File: config.mk
export PLATFORM = sky130hd
export DESIGN_NAME = regfile_param
export DESIGN_NICKNAME = d
export VERILOG_FILES = /design/src/rtl/regfile_pkg.sv /design/src/rtl/regfile_clear_fsm.sv /design/src/rtl/regfile_param.sv
export SDC_FILE = /design/constraint.sdc
export NUM_CORES = 1
export LEC_CHECK = 0
export ABC_AREA = 1
export ABC_CLOCK_PERIOD_IN_PS = 4600
export BUFFER_PORTS_ARGS = -buffer_cell sky130_fd_sc_hd__buf_4
export CAP_MARGIN = 10
export CORE_MARGIN = 1
export CORE_UTILIZATION = 60
export CTS_BUF_LIST = sky130_fd_sc_hd__clkbuf_4 sky130_fd_sc_hd__clkbuf_8
export CTS_CLUSTER_SIZE = 10
export DETAILED_ROUTE_END_ITERATION = 10
export GPL_ROUTABILITY_DRIVEN = 0
export HOLD_SLACK_MARGIN = 0.05
export PLACE_DENSITY = 0.75
export SLEW_MARGIN = 30
export SYNTH_ARGS = -nofsm -noshare
export SYNTH_HDL_FRONTEND = slang
export SYNTH_HIERARCHICAL = 1
export SYNTH_SLANG_ARGS = --single-unit
export TNS_END_PERCENT = 1
File: constraint.sdc
create_clock -name UserCLK -period 4.6 [get_ports UserCLK]
set_clock_uncertainty 0.2 [all_clocks]
set_input_delay 0.23 -clock UserCLK [delete_from_list [all_inputs] [get_ports UserCLK]]
set_output_delay 0.23 -clock UserCLK [all_outputs]
set_load 0.03 [all_outputs]
File: src/rtl/regfile_pkg.sv
// regfile_pkg: shared state type and ConfigBits field positions for the parametrised register file
package regfile_pkg;
  typedef enum logic {CLEAR, READY} state_t;
  localparam int CFG_AD_REG = 0;
  localparam int CFG_BD_REG = 1;
  localparam int CFG_BYPASS = 2;
  localparam int CFG_SKIP_CLR = 3;
endpackage

File: src/rtl/regfile_clear_fsm.sv
// regfile_clear_fsm: post-reset memory clear sweep, drives a zeroing write port while busy
module regfile_clear_fsm
  import regfile_pkg::*;
#(
  parameter int ADDR_WIDTH = 5
) (
  input  logic                  UserCLK,
  input  logic                  RESETn,
  input  logic                  skip_clr,
  output logic                  busy,
  output logic                  clr_we,
  output logic [ADDR_WIDTH-1:0] clr_adr
);
  state_t state_q, state_d;
  logic [ADDR_WIDTH-1:0] clr_ptr;
  // State and sweep pointer; the pointer advances only on edges that actually clear an entry
  always_ff @(posedge UserCLK or negedge RESETn) begin
    if (!RESETn) begin
      state_q <= CLEAR;
      clr_ptr <= '0;
    end else begin
      state_q <= state_d;
      clr_ptr <= clr_we ? clr_ptr + 1'b1 : clr_ptr;
    end
  end
  // Leave CLEAR on the edge that writes the last entry, or at once when clearing is skipped
  always_comb begin
    state_d = (state_q == CLEAR && (skip_clr || clr_ptr == '1)) ? READY : state_q;
  end
  // BUSY is a pure decode of the registered state
  always_comb begin
    busy = (state_q == CLEAR);
    clr_we = (state_q == CLEAR) && !skip_clr;
    clr_adr = clr_ptr;
  end
endmodule

File: src/rtl/regfile_param.sv
// regfile_param: two-read/one-write register file with optional output registers, bypass and clear sweep
module regfile_param
  import regfile_pkg::*;
#(
  parameter int DATA_WIDTH = 4,
  parameter int ADDR_WIDTH = 5,
  parameter int NoConfigBits = 4
) (
  input  logic                    UserCLK,
  input  logic                    RESETn,
  input  logic [DATA_WIDTH-1:0]   D,
  input  logic [ADDR_WIDTH-1:0]   W_ADR,
  input  logic                    W_en,
  output logic [DATA_WIDTH-1:0]   AD,
  input  logic [ADDR_WIDTH-1:0]   A_ADR,
  input  logic                    A_en,
  output logic [DATA_WIDTH-1:0]   BD,
  input  logic [ADDR_WIDTH-1:0]   B_ADR,
  input  logic                    B_en,
  output logic                    BUSY,
  input  logic [NoConfigBits-1:0] ConfigBits
);
  localparam int DEPTH = 2 ** ADDR_WIDTH;
  logic [DATA_WIDTH-1:0] mem [DEPTH];
  logic busy, clr_we, we;
  logic [ADDR_WIDTH-1:0] clr_adr, wadr;
  logic [DATA_WIDTH-1:0] wdata, rd_a, rd_b, ad_reg, bd_reg;

  regfile_clear_fsm #(.ADDR_WIDTH(ADDR_WIDTH)) u_clear (
    .UserCLK (UserCLK),
    .RESETn  (RESETn),
    .skip_clr(ConfigBits[CFG_SKIP_CLR]),
    .busy    (busy),
    .clr_we  (clr_we),
    .clr_adr (clr_adr)
  );

  assign BUSY = busy;

  // Write port belongs to the sweep while busy; reads see bypassed data when enabled
  always_comb begin
    we = busy ? clr_we : W_en;
    wadr = busy ? clr_adr : W_ADR;
    wdata = busy ? '0 : D;
    rd_a = (ConfigBits[CFG_BYPASS] && W_en && W_ADR == A_ADR) ? D : mem[A_ADR];
    rd_b = (ConfigBits[CFG_BYPASS] && W_en && W_ADR == B_ADR) ? D : mem[B_ADR];
    AD = busy ? '0 : ConfigBits[CFG_AD_REG] ? ad_reg : rd_a;
    BD = busy ? '0 : ConfigBits[CFG_BD_REG] ? bd_reg : rd_b;
  end

  // Storage array, deliberately without reset; zeroing is done by the sweep
  always_ff @(posedge UserCLK) begin
    if (we) mem[wadr] <= wdata;
  end

  // Output registers sample the raw read data, never AD/BD, so no loop through the output mux
  always_ff @(posedge UserCLK or negedge RESETn) begin
    if (!RESETn) begin
      ad_reg <= '0;
      bd_reg <= '0;
    end else begin
      ad_reg <= busy ? '0 : A_en ? rd_a : ad_reg;
      bd_reg <= busy ? '0 : B_en ? rd_b : bd_reg;
    end
  end
endmodule
==> reports/summary.md <==
* 34.74% — Rel. slew slack
* 34.27% — total track usage
* 77.17% — part of the cycle the worst path needs
* edfxtp_1 — cell type contributing the most total cell area after synthesis
* 52.62% — fraction of the yosys area taken by sequential cells
* 0 — final count of hold timing violations
* u_clear/state_q — crit path launch
* 67.77% — final core occ
* 21,990 um — final routed wirelength across all metal layers
* false — RSZ-0062 raised after global routing
* 8.235% — fraction of layout instances using a drive strength above 1
* clkinv_1, o21ai_0, nand2_1, nor2_1 — cell-by-cell listing of the critical path
* 5.883 — drt via density
* 4 — Worst Reg-to-Reg Cells
* register — type of element capturing the critical path
* 8.026 um^2 — Mean Syn Cell Area
* 71 — pin count of the biggest net entering global routing
* 0.2817 GHz — max frequency
* in2reg — worst min-delay path category
* 7,012 — routed vias
* 4.52 ns — CP required
* register — startpoint type of the worst setup path
* 3075 um^2 — multi-input gate area in the final layout
* 0 — final slew viol count
* 117.3 um — horizontal extent of the die
* 7970 um^2 — post-synthesis instance area
* 128 — EDFF count, synth
* edfxtp_1, nand2_1, nand3_1, inv_1, dfrtp_1 — ranking of synthesized cells by area
* 0 — number of gates given a new drive strength after cts
* 3.47 ns — arrival time at the worst endpoint
* 1,023 — total nets after synthesis
* reg2reg — category of the most critical setup path
* u_clear/state_q — launching point of the worst reg2reg path
* 12,770 um^2 — Core ar.
* 3.550 ns — time the worst path needs with I/O delays and setup
* 4194 um^2 — register cell area after layout
* 117.3 um — vertical extent of the die
* 1.05 ns — internal reg-to-reg setup slack
* 48.23% — area fraction of the dominant cell type after synthesis
* o21ai_0 — slowest library cell on the worst path
* 9.859% — proportion of synthesized flip-flops having asynchronous set or reset
* done — CTS tree
* 13,670 um — half-perimeter wire length after placement
* 8 — DRT Pass-1 Iters
* 0 — drc violations
* 0 — diodes inserted
* mem[11][2] — reg2reg end
* 62.40% — initial core utilization
* 18.45 um — per-cell routed wire length
* 0 — residual antenna-violating net count after detailed routing
* 993 — number of cells produced by synthesis
* 0 — antenna violations before repair
* 0 — final-report setup violation count
* 0.47 ns — latest clock arrival within the worst-skew pair
* mem — Biggest register
* 0.08 ns — clock-pin slew on the worst setup and hold paths
* 3.745 nW — Leak
* 142 — number of storage elements in the synthesis netlist
* 37 — num ports
* 34,400 um — global-route wire length before repair
* complete, no violations — result of the run
* 325.1 nW/um^2 — power density over the cells
* 8.618% — area added between synthesis and finish
* 1,043 — Iteration-0 DRC Markers
* clkbuf_8 — root buffer cell
* edfxtp_1 — most common flop cell mapped by yosys
* 142 — count of clock tree sinks
* 1,037 — NumNets Final
* 36 — number of I/O port buffers
* 128 — flip-flop count of the largest register, all copies and words added
* 6,552 — vias in the first global route
* 13,750 um^2 — die area
* mem[11][2] — capturing element of the worst setup path
* 25 — distinct cell type count of the synthesized netlist
* 1,064 — layout filler cell count
* 0 ns — total negative slack
* 0.9766 ns — pin slew with the least headroom to its limit
* 17 — number of CTS-inserted buffers
* 4 — CTS H-Tree Depth
* 6 — cell count of the worst hold path
* nand2_1, nand3_1, edfxtp_1 — most common library cells after synthesis
* 0 — number of max-cap violations
* nand2_1 — count leader, synth
* 0.0002861 V — Worst VDD drop
* 28 — Crit Path Max Fanout
* 41 — Std-Cell Rows
* 2 — clk buf depth
* 6 — number of warnings printed during yosys synthesis
* 1.07 ns — delay contributed by the slowest stage of the critical path
* 0 — total global routing overflow
[per-layer routing]
metal	part of all wire [%]	vias to the layer above	track usage, %	routed length (um)
met5	0	-	0	0
met4	4.1	0	15.61	905
met3	11	70	9.011	2351
met2	45	428	52.43	9844
met1	40	3233	45.91	8888
li1	-	3281	-	-
[per-stage QoR]
| step | setup slack, ns | hold slack, ns | area, um^2 | cells | total power, mW |
|---|---|---|---|---|---|
| final | 1.050 | 0.07714 | 8657 | 1192 | 2.815 |
| after CTS | 1.407 | 0.06094 | 8656 | 1192 | 2.807 |
| after global placement | 1.458 | -0.1085 | 8149 | 1149 | 1.819 |
| after global routing | 0.8896 | 0.1336 | 8657 | 1192 | 2.907 |
| after floorplan | 2.160 | -0.2656 | 7970 | 993 | 1.710 |
| after detailed placement | 1.422 | -0.1078 | 8152 | 1149 | 1.820 |
[where the power goes]
group	switching, mW	internal, mW	total, mW
combinational	0.266	0.115	0.381
clock	0.513	0.488	1.00
sequential	0.00868	1.42	1.43
[critical path: cells and delay by family (launching register included)]
kind	cells	cell delay (ns)
AO/OA/AOI/OAI	1	1.07
buffers and inverters	1	0.73
flip-flops	1	0.44
AND/OR/NAND/NOR	2	0.75
[layout make-up]
| cell class | instances | area share [%] |
|---|---|---|
| Timing Repair Buffer | 48 | 4.480 |
| Tap cell | 172 | 2.486 |
| Sequential cell | 142 | 48.45 |
| Clock inverter | 15 | 1.850 |
| Inverter | 103 | 4.509 |
| Multi-Input combinational cell | 695 | 35.53 |
| Clock buffer | 17 | 2.703 |
[worst min-delay path by stage]
| stage | start | endpoint |
|---|---|---|
| after floorplan | RESETn | ad_reg[0] |
| after global placement | RESETn | bd_reg[1] |
| after detailed placement | RESETn | bd_reg[3] |
| after CTS | B_ADR[4] | bd_reg[2] |
| after global routing | B_ADR[4] | bd_reg[2] |
| final | A_ADR[4] | ad_reg[2] |
[layout by cell type, fill, tap and decap left out, types with 2 or more instances in the layout]
cell and instances:
nand2_1 356, nand3_1 237, edfxtp_1 128, inv_1 92, nor2_1 63, buf_4 37
clkbuf_8 17, dfrtp_1 14, dlygate4sd3_1 11, o211ai_1 8, o21ai_0 8, clkinv_1 7
nor2_4 5, inv_2 4, inv_6 4, o22ai_1 3, xor2_1 3, clkinv_4 3
nor3_2 2, a21oi_1 2, nand3_2 2, clkinv_2 2, clkinvlp_4 2, bufinv_16 2
ha_1 2
[logic make-up after synthesis]
group / share of synthesized area (%)
compound gates: 1.617
simple gates: 35.60
xor+xnor: 0.5339
flops: 52.62
fa+ha+maj: 0.3139
buf+inv: 9.168
mux: 0.1413
[repair_timing]
| action | 4_1_cts | 5_1_grt |
|---|---|---|
| hold buffers | 11 | 0 |
| endpoints found under the hold margin | 28 | 0 |
| setup buffers | 0 | 0 |
Note: power is estimated with default switching activity, not from simulation.
